### src/rtl/mem_access_stage.sv
// MEM stage: one data-memory request per load/store, stalling upstream until ack or
// abort after MAX_WAIT wait cycles; MEM/WB registers pass through, capture, or bubble.
module mem_access_stage #(
  parameter int MAX_WAIT = 15
) (
  input  logic        clk,
  input  logic        reset,
  input  logic        zero_in,
  input  logic [31:0] b_in,
  input  logic [31:0] npc_in,
  input  logic [31:0] aluoutput_in,
  input  logic [4:0]  rd_in,
  input  logic        branch_in,
  input  logic        mem_read_in,
  input  logic        mem_write_in,
  input  logic        reg_write_in,
  input  logic        mem_to_reg_in,
  output logic        stall,
  output logic        pc_src,
  output logic [31:0] branch_target,
  output logic        dmem_req,
  output logic        dmem_we,
  output logic [31:0] dmem_addr,
  output logic [31:0] dmem_wdata,
  input  logic        dmem_ack,
  input  logic [31:0] dmem_rdata,
  output logic [31:0] lmd_out,
  output logic [31:0] aluoutput_out,
  output logic [4:0]  rd_out,
  output logic        reg_write_out,
  output logic        mem_to_reg_out,
  output logic        mem_timeout
);

  typedef enum logic {S_IDLE, S_WAIT} state_t;

  localparam logic [7:0] LP_CNT_LAST = 8'(MAX_WAIT - 1);

  state_t      r_state;
  state_t      w_state_nxt;
  logic [7:0]  r_cnt;
  logic        r_req;
  logic        r_we;
  logic [31:0] r_addr;
  logic [31:0] r_wdata;
  logic [31:0] r_lmd;
  logic [31:0] r_alu;
  logic [4:0]  r_rd;
  logic        r_reg_write;
  logic        r_mem_to_reg;
  logic        r_timeout;

  logic w_memop;
  logic w_in_idle;
  logic w_in_wait;
  logic w_ack;
  logic w_abort;
  logic w_stall;
  logic w_unused;

  assign w_memop   = mem_read_in | mem_write_in;
  assign w_in_idle = (r_state == S_IDLE);
  assign w_in_wait = (r_state == S_WAIT);
  assign w_ack     = w_in_wait & dmem_ack;
  // Ack on the last allowed wait cycle still completes the access.
  assign w_abort   = w_in_wait & ~dmem_ack & (r_cnt == LP_CNT_LAST);
  assign w_stall   = (w_in_idle & w_memop) | (w_in_wait & ~dmem_ack & ~w_abort);
  assign w_unused  = ^npc_in;

  always_comb begin
    w_state_nxt = r_state;
    case (r_state)
      S_IDLE:  if (w_memop) w_state_nxt = S_WAIT;
      S_WAIT:  if (dmem_ack || w_abort) w_state_nxt = S_IDLE;
      default: w_state_nxt = S_IDLE;
    endcase
  end

  always_ff @(posedge clk) begin
    if (reset) begin
      r_state <= S_IDLE;
      r_cnt   <= 8'd0;
    end else begin
      r_state <= w_state_nxt;
      if (w_in_idle) r_cnt <= 8'd0;
      else           r_cnt <= r_cnt + 8'd1;
    end
  end

  always_ff @(posedge clk) begin
    if (reset) begin
      r_req        <= 1'b0;
      r_we         <= 1'b0;
      r_addr       <= 32'd0;
      r_wdata      <= 32'd0;
      r_lmd        <= 32'd0;
      r_alu        <= 32'd0;
      r_rd         <= 5'd0;
      r_reg_write  <= 1'b0;
      r_mem_to_reg <= 1'b0;
      r_timeout    <= 1'b0;
    end else begin
      if (w_in_idle && w_memop) begin
        r_req   <= 1'b1;
        r_we    <= mem_write_in & ~mem_read_in;
        r_addr  <= aluoutput_in;
        r_wdata <= b_in;
      end else if (w_ack || w_abort) begin
        r_req <= 1'b0;
      end

      if (w_abort) r_timeout <= 1'b1;

      // Stall and abort cycles both write a bubble; data fields hold.
      if (w_ack || (w_in_idle && !w_memop)) begin
        r_alu        <= aluoutput_in;
        r_rd         <= rd_in;
        r_reg_write  <= reg_write_in;
        r_mem_to_reg <= mem_to_reg_in;
        if (w_ack && !r_we) r_lmd <= dmem_rdata;
      end else begin
        r_reg_write  <= 1'b0;
        r_mem_to_reg <= 1'b0;
      end
    end
  end

  assign stall          = w_stall;
  assign pc_src         = branch_in & zero_in & ~w_stall;
  assign branch_target  = aluoutput_in;
  assign dmem_req       = r_req;
  assign dmem_we        = r_we;
  assign dmem_addr      = r_addr;
  assign dmem_wdata     = r_wdata;
  assign lmd_out        = r_lmd;
  assign aluoutput_out  = r_alu;
  assign rd_out         = r_rd;
  assign reg_write_out  = r_reg_write;
  assign mem_to_reg_out = r_mem_to_reg;
  assign mem_timeout    = r_timeout;

endmodule

### config.mk
export PLATFORM = sky130hd
export DESIGN_NAME = mem_access_stage
export DESIGN_NICKNAME = d
export VERILOG_FILES = /design/src/rtl/mem_access_stage.sv
export SDC_FILE = /design/constraint.sdc
export NUM_CORES = 1
export LEC_CHECK = 0
export CAP_MARGIN = 20
export CORE_ASPECT_RATIO = 1.5
export CORE_MARGIN = 1
export CORE_UTILIZATION = 39
export DETAILED_ROUTE_END_ITERATION = 8
export DONT_BUFFER_PORTS = 1
export SLEW_MARGIN = 5
export SYNTH_ARGS = -nofsm -noshare
export SYNTH_HDL_FRONTEND = slang
export SYNTH_SLANG_ARGS = --single-unit
### constraint.sdc
create_clock -name clk -period 1.85 [get_ports clk]
set_input_delay 0.555 -clock clk [delete_from_list [all_inputs] [get_ports clk]]
set_output_delay 0.555 -clock clk [all_outputs]
set_load 0.01 [all_outputs]
==> results of run 1 <==
[layout by cell type, fill, tap and decap left out, types with 2 or more instances in the layout]
cell / count
o21ai_0: 3
clkinvlp_4: 4
mux2i_1: 37
or3_1: 3
a21oi_2: 2
inv_6: 5
clkinv_4: 2
inv_1: 3
clkbuf_16: 17
nand2_1: 194
nand3_1: 5
nand2b_1: 75
buf_4: 8
ha_1: 2
nor2_1: 6
xor2_1: 2
a21oi_1: 101
dfxtp_1: 145
buf_12: 4
nor3b_2: 2
a211oi_1: 3
clkbuf_1: 2
[per-stage QoR]
stage / TNS, ps / total power, mW / hold slack [ps]
5_1_grt: -541 / 7.74 / 186
4_1_cts: -415 / 7.51 / 194
6_report: -404 / 7.40 / 232
2_1_floorplan: 0 / 4.16 / 453
3_5_place_dp: 0 / 4.21 / 488
3_3_place_gp: 0 / 4.18 / 474
[flip-flops by register name, indices dropped and copies added, names as in the netlist]
signal and flops:
aluoutput_out 32, dmem_addr 32, dmem_wdata 32, lmd_out 32, r_cnt 8, rd_out 5
dmem_req 1, dmem_we 1, mem_timeout 1, mem_to_reg_out 1, r_state 1, reg_write_out 1
[cells by family (layout without fill, tap and decap cells)]
kind of cell    Yosys count  in the layout  share of synthesized area, %
compound gates          114            114                          10.3
xor+xnor                  3              3                         0.455
fa+ha+maj                 2              2                         0.433
buf+inv                  82             47                          8.17
flops                   147            147                          51.0
mux                      37             37                          6.42
simple gates            293            293                          23.2
[metal layers]
metal,track usage [%],part of all wire [%],vias to the layer above
met3,6.88,8.8,16
met5,0,0,-
met1,16.3,35,1993
met4,7.32,1.8,0
li1,-,-,2061
met2,31.8,54,207
[path summary, 6_finish.rpt]
| check | end | cells after the start |
|---|---|---|
| worst min-delay path | mem_to_reg_out | 1 |
| worst max-delay path | pc_src | 5 |
| worst max register to register | dmem_addr[16] | 4 |
| worst min register to register | dmem_addr[31] | 2 |
[synthesized netlist by cell type (2+ instances only)]
library cell  number
buf_2             17
nand3_1            6
nand2_1          194
a21oi_1          103
xor2_1             2
nand2b_1          75
clkbuf_1          20
buf_6              3
mux2i_1           37
inv_1              3
dfxtp_1          147
buf_1              7
nor3b_2            2
buf_4             32
or3_1              3
nor2_1             6
o21ai_0            3
ha_1               2
a211oi_1           3
[power groups by stage]
stage,registers [mW],clock network [mW],logic [mW]
final,3.60,3.27,0.525
after global routing,3.62,3.53,0.587
after CTS,3.60,3.37,0.534
after detailed placement,3.67,0,0.533
after global placement,3.67,0,0.507
after floorplan,3.62,0,0.537
[area by class of cell]
| cell class | count | area, µm² |
|---|---|---|
| Multi-Input combinational cell | 449 | 2400 |
| Clock buffer | 20 | 447 |
| Fill cell | 1428 | 8210 |
| Timing Repair Buffer | 12 | 140 |
| Inverter | 3 | 11.3 |
| Sequential cell | 147 | 2950 |
| Clock inverter | 12 | 121 |
| Tap cell | 196 | 245 |
[worst max-delay path, stage by stage, from the launching register on]
cell and delay [ps]:
dfxtp_4 360, nor4_4 260, buf_4 160, nand3_2 70, a21oi_2 120, buf_4 130
[what timing repair did]
item                                    in CTS  in global routing
pin swaps                                    2                  2
endpoints found under the setup margin       2                  2
resized for setup                            6                  3
==> results_dict.tcl, run 1 <==
set metrics [dict create \
    outcome "finished, violations left" \
    violations "setup timing" \
    r2r_start "r_state" \
    ant_nets 0 \
    hold_start "reset" \
    cts_sinks 147 \
    maxSlewViolCount 0 \
    dp.cells 807 \
    start_util_pct 39.7 \
    switchingPower_mw 1.89 \
    avgViaCountPerCell 5.10 \
    fin_area_um2 6320 \
    seq_power_share_pct 48.6 \
    grt_pass1_vias 4039 \
    yosysTopAreaCell "dfxtp_1" \
    synth-edff-count 0 \
    syn_nets 822 \
    slew_headroom_pct 68.9 \
    synthesis.area_um2 5770 \
    synth_top_area_share_pct 51.0 \
    clockBufferDepth 2 \
    required_ps 1290 \
    dpl.hpwl_mm 9.42 \
    end_kind "primary output" \
    crit_type "flip-flop to primary output" \
    wl_per_cell_um 16.3 \
    io_buffer_count 0 \
    cp-start-kind "flip-flop" \
    fin_skew_ps 9.13 \
    p_leak_nw 2.44 \
    synthCells 678 \
    postCtsHoldBufs 0 \
    hold_viol_final 0 \
    ir_drop_mv 0.489 \
    powerDensity_nw_per_um2 1170 \
    diodes 0 \
    track_usage_pct 17.1 \
    pre_cts_ws_ps 176 \
    fin_crit_ps 2070 \
    syn_to_final_growth_pct 9.41 \
    synth_area_leaders "dfxtp_1, nand2_1, a21oi_1" \
    drt_first_iter_violations 129 \
    cts_tree "done" \
    clkTransAtPathRegs_ps 60 \
    firstDrtPassIters 5 \
    cts_setup_buffers 0 \
    grt_max_degree 178 \
    yosys_most_used_dff "dfxtp_1" \
    cts_buffers 17 \
    rsz0062_at_grt "yes" \
    p_int_mw 5.51 \
    die_x_um 101 \
    ys_ff_latch 147 \
    yosysUniqueCellTypes 32 \
    antenna_found_initial 0 \
    ff2ff_setup_slack_ps 320 \
    h-tree-depth 4 \
    cap_viol_max_count 0 \
    cts_root_buf "clkbuf_16" \
    die_y_um 151 \
    die-area_um2 15300 \
    drc 0 \
    setup_viol 2 \
    async_reset_ff_share_pct 0 \
    utilization_pct 43.5 \
    worst_pin_slew_ps 466 \
    vias 4277 \
    p_comb_share_pct 7.1 \
    grt_overflow_total 0 \
    syn_avg_cell_area_um2 8.51 \
    pin_count 314 \
    drive_gt1_share_pct 8.40 \
    synth-seq-area-share_pct 51.0 \
    routabilityCongestion 0.754 \
    core-area_um2 14500 \
    grt_pass1_wl_mm 19.9 \
    crit_fanout 4 \
    placed_cell_area_um2 5710 \
    finalNetCount 774 \
    fin_ws_ps -221 \
    min_path_type "input port to flip-flop" \
    yosys_warnings 0 \
    p_sw_share_pct 25.5 \
    stdcell_count 839 \
    crit_start "r_cnt[5]" \
    clkLatencyLatePin_ps 410 \
    fmax_mhz 483 \
    period_share_pct 112 \
    routed_wl_mm 13.7 \
    cp.arrival_ps 1520 \
    clkPwrFrac_pct 44.3 \
    rows 54 \
]
Note: power is estimated with default switching activity, not from simulation.
==> inputs of run 2 (changes only) <==
CELL_PAD_IN_SITES_DETAIL_PLACEMENT = 1   (was default)
CELL_PAD_IN_SITES_GLOBAL_PLACEMENT = 1   (was default)
PLACE_DENSITY_LB_ADDON = 0.1   (was default)
==> run 2 against run 1 <==
The run still ends with setup timing left. Clock-buffer cell count stayed put. Clock power is 6% higher. Clock skew is 0.85 ps lower. Total power is 2.3% higher. Maximum frequency is 1.2% higher. Critical path depth is 1 lower. Die area stayed put. Via count is 0.28% higher. Cell area hardly changed. Critical path type unchanged. Highest routed layer unchanged.
==> results_dict.tcl, run 2 (synthesis gave the netlist of run 1 again) <==
set metrics [dict create \
    outcome "finished, violations left" \
    violations "setup timing" \
    dpl.hpwl_mm 9.59 \
    cts_sinks 147 \
    power_mw 7.57 \
    io_buffer_count 0 \
    cts_tree "done" \
    cp.arrival_ps 1490 \
    rsz0062_at_grt "yes" \
    min_path_type "input port to flip-flop" \
    cts_root_buf "clkbuf_16" \
    routed_wl_mm 14.6 \
    layout_commonest_cell "nand2_1" \
    setup_tns_ps -377 \
    hold_viol_final 0 \
    ff2ff_setup_slack_ps 220 \
    track_usage_pct 18.7 \
    cts_buffers 17 \
    routabilityCongestion 0.776 \
    r2r_start "r_state" \
    multiInputGateArea_um2 2430 \
    crit_fanout 3 \
    min_to "dmem_wdata[31]" \
    drive_gt1_share_pct 8.27 \
    die_x_um 101 \
    wl_per_cell_um 17.5 \
    grt_overflow_total 0 \
    setup_viol 2 \
    clkTransAtPathRegs_ps 60 \
    grt_pass1_vias 4324 \
    h-tree-depth 4 \
    fmax_mhz 489 \
    slew_headroom_pct 51.3 \
    diodes 0 \
    mostFrequentLayoutCells "nand2_1, dfxtp_1, a21oi_1" \
    maxSlewViolCount 0 \
    fin_crit_ps 2050 \
    core-area_um2 14500 \
    ir_drop_mv 0.486 \
    pin_count 314 \
    cap_viol_max_count 0 \
    rows 54 \
    antenna_found_initial 0 \
    clkLatencyLatePin_ps 420 \
    regArea_um2 2950 \
    start_util_pct 39.7 \
    grt_pass1_wl_mm 22.0 \
    vias 4289 \
    drt_first_iter_violations 94 \
    required_ps 1290 \
    avgViaCountPerCell 5.12 \
    ant_nets 0 \
    fin_skew_ps 8.28 \
    r2r_cells 4 \
    end_kind "primary output" \
    worst_pin_slew_ps 730 \
    rr_endpoint "dmem_wdata[27]" \
    finalNetCount 772 \
    hold_depth 1 \
    grt_max_degree 178 \
    die-area_um2 15300 \
    utilization_pct 43.5 \
    period_share_pct 111 \
    powerDensity_nw_per_um2 1200 \
    clockBufferDepth 2 \
    fin_ws_ps -196 \
    crit_type "flip-flop to primary output" \
    syn_to_final_growth_pct 9.49 \
    p_leak_nw 2.44 \
    drc 0 \
    cp-start-kind "flip-flop" \
    fillCellCount 1714 \
    hold_start "reset" \
    firstDrtPassIters 4 \
    die_y_um 151 \
]
run 2: cell count changes in the layout (fill, tap and decap cells not counted), sizes merged:
cell,before,now
inv,8,7
bufinv,1,2
buf,12,10
run 2: final cells by class:
type | count | share of cell area (%)
Multi-Input combinational cell | 449 | 38.4
Clock inverter | 12 | 2.30
Inverter | 3 | 0.178
Sequential cell | 147 | 46.6
Clock buffer | 20 | 7.07
Tap cell | 196 | 3.88
Timing Repair Buffer | 10 | 1.58
run 2: stage by stage:
stage	worst slack [ps]	hold slack, ps	cells	instance area [µm²]
after floorplan	26.1	453	678	5770
after global placement	123	479	802	5650
after detailed placement	105	491	802	5650
after CTS	-196	196	837	6310
after global routing	-225	186	837	6320
final	-196	213	837	6320
run 2: repair_timing:
action,in CTS,in global routing
setup buffers,3,0
resized for setup,10,2
endpoints found under the setup margin,2,13
hold buffers,0,0
pin swaps,3,1
run 2: routing by layer:
metal | vias to the layer above | wire (µm) | GRT usage, %
li1 | 2057 | - | -
met5 | - | 0 | 0
met1 | 2026 | 5280 | 18.8
met3 | 30 | 1240 | 6.78
met2 | 176 | 7680 | 33.6
met4 | 0 | 434 | 9.28
run 2: worst max path at each step:
stage	endpoint	from	cells past startpoint	slack (ps)
3_5_place_dp	dmem_wdata[27]	mem_write_in	4	110
4_1_cts	stall	r_cnt[7]	4	-200
5_1_grt	stall	r_cnt[7]	4	-220
6_report	stall	r_cnt[7]	4	-200
3_3_place_gp	pc_src	r_cnt[6]	4	120
2_1_floorplan	pc_src	mem_write_in	4	30
run 2: critical path, stage by stage (launching register included):
cell and delay (ps):
dfxtp_2 340, nor4_4 290, buf_4 180, and3_4 210, a21oi_4 60
run 2: power breakdown:
group	internal, mW	switching (mW)	leakage [nW]
clock network	2.05	1.41	0.276
registers	3.37	0.240	1.21
logic	0.215	0.291	0.956
==> inputs of run 3 (changes only) <==
CORE_UTILIZATION = 27   (was 39)
DONT_BUFFER_PORTS = default   (was 1)
==> run 3 against run 2 <==
The flow still finishes with violations (setup timing). Total power rose by 14%. Wire length rose by 32%. Setup slack got worse by 88 ps. Final cell count rose by 49%. Die area rose by 44%. First-iteration DRC count rose by 91%. Register-to-register slack improved by 200 ps. Worst hold slack improved by 240 ps. Cell area rose by 50%. Sequential power fell by 4%. Largest cell class is now non-clock buffers.
==> results_dict.tcl, run 3 (synthesis gave the netlist of run 1 again) <==
set metrics [dict create \
    min_to "lmd_out[24]" \
    cp_cell_sequence "nor4_4, buf_4, and3_4, a21oi_4, buf_6" \
    routabilityCongestion 0.718 \
    hold_ws_ps 450 \
    h-tree-depth 4 \
    outcome "finished, violations left" \
    drive_gt1_share_pct 14.4 \
    worst_pin_slew_ps 338 \
    cts_root_buf "clkbuf_16" \
    fin_ws_ps -284 \
    drt_first_iter_violations 180 \
    track_usage_pct 17.9 \
    clkTransAtPathRegs_ps 60 \
    drc 0 \
    mostFrequentLayoutCells "nand2_1, dfxtp_1, dlygate4sd2_1" \
    grt_max_degree 40 \
    utilization_pct 45.1 \
    stdcell_count 1246 \
    dpl.hpwl_mm 14.5 \
    setup_tns_ps -541 \
    layout_commonest_cell "nand2_1" \
    clockBufferDepth 2 \
    hold_start "lmd_out[24]" \
    hold_viol_final 0 \
    routed_wl_mm 19.3 \
    crit_start "r_cnt[6]" \
    crit_buf_inv 2 \
    ir_drop_mv 0.477 \
    r2r_start "r_state" \
    rows 65 \
    met3_usage_pct 4.64 \
    min_path_type "flip-flop to flip-flop" \
    fin_crit_ps 2130 \
    violations "setup timing" \
    critPathMaxStageDelay_ps 330 \
    pin_count 314 \
    regArea_um2 2950 \
    cts_buffers 17 \
    maxSlewViolCount 0 \
    postCtsHoldBufs 0 \
    multiInputGateArea_um2 2410 \
    core-area_um2 21000 \
    die_x_um 121 \
    diodes 0 \
    grt.met2_usage_pct 34.4 \
    cts_sinks 147 \
    rr_endpoint "dmem_addr[24]" \
    clkLatencyLatePin_ps 430 \
    antenna_found_initial 0 \
    crit_fanout 3 \
    ff2ff_setup_slack_ps 420 \
    ant_nets 0 \
    cp-start-kind "flip-flop" \
    fin_skew_ps 10.6 \
    start_util_pct 27.5 \
    setup_viol 2 \
    dp.cells 1213 \
    io_buffer_count 281 \
    slowest_stage "dfxtp_2" \
    pre_cts_ws_ps -798 \
    grt_overflow_total 0 \
    cap_viol_max_count 0 \
    grt_pass1_wl_mm 30.4 \
    p_leak_nw 4.41 \
    cts_tree "done" \
    die-area_um2 22000 \
    rsz0062_at_grt "yes" \
    grt_pass1_vias 5856 \
    die_y_um 181 \
    firstDrtPassIters 4 \
    required_ps 1290 \
    slew_headroom_pct 77.4 \
    end_kind "primary output" \
    period_share_pct 115 \
    finalNetCount 1109 \
    syn_to_final_growth_pct 63.7 \
    powerDensity_nw_per_um2 910 \
    fillCellCount 2513 \
    r2r_cells 5 \
    fmax_mhz 469 \
    cpLargestDelayFamily "simple AND/OR/NAND/NOR gates" \
    vias 5559 \
    avgViaCountPerCell 4.46 \
    busiest_layer "met2" \
    cp.arrival_ps 1580 \
    crit_type "flip-flop to primary output" \
    met1_usage_pct 17.8 \
    wl_per_cell_um 15.5 \
    hold_depth 2 \
]
-- run 3: final cells by class --
cell class                 instances  area share, %
timing repair buffer             347           32.9
sequential                       147           31.2
multi-input combinational        449           25.5
clock buffer                      19           4.58
tap                              268           3.55
clock inverter                    13           2.21
inverter                           3          0.119
-- run 3: worst max path at each step --
stage | to | slack [ps] | depth (start not counted)
final | stall | -280 | 5
after CTS | stall | -330 | 5
after detailed placement | pc_src | -800 | 5
after global placement | pc_src | -790 | 5
after floorplan | pc_src | 30 | 4
after global routing | stall | -350 | 5
-- run 3: worst min-delay path, stage by stage, from the launching register on --
cell     delay (ps)
dfxtp_1         300
nand2_1          50
a21oi_1          50
-- run 3: metrics by stage --
step,power [mW],instance area (µm²)
floorplan,4.16,5770
global placement,5.05,9060
detailed placement,5.11,9060
CTS,8.76,9530
global route,9.01,9450
finish,8.60,9450
-- run 3: repair_timing --
item,in CTS,in global routing
gates cloned,0,0
setup endpoints to repair,170,23
resized for setup,242,25
buffers inserted,1,0
pin swaps,3,1
-- run 3: where the power goes --
group	switching (mW)	internal, mW	leakage [nW]
Sequential	0.0960	3.36	1.21
Combinational	0.671	0.710	2.90
Clock	1.36	2.39	0.303
-- run 3: routing by layer --
metal  part of all wire [%]  vias to the layer above
met4                    2.0                        0
li1                       -                     2728
met5                      0                        -
met2                     55                      169
met1                     37                     2638
met3                    6.0                       24
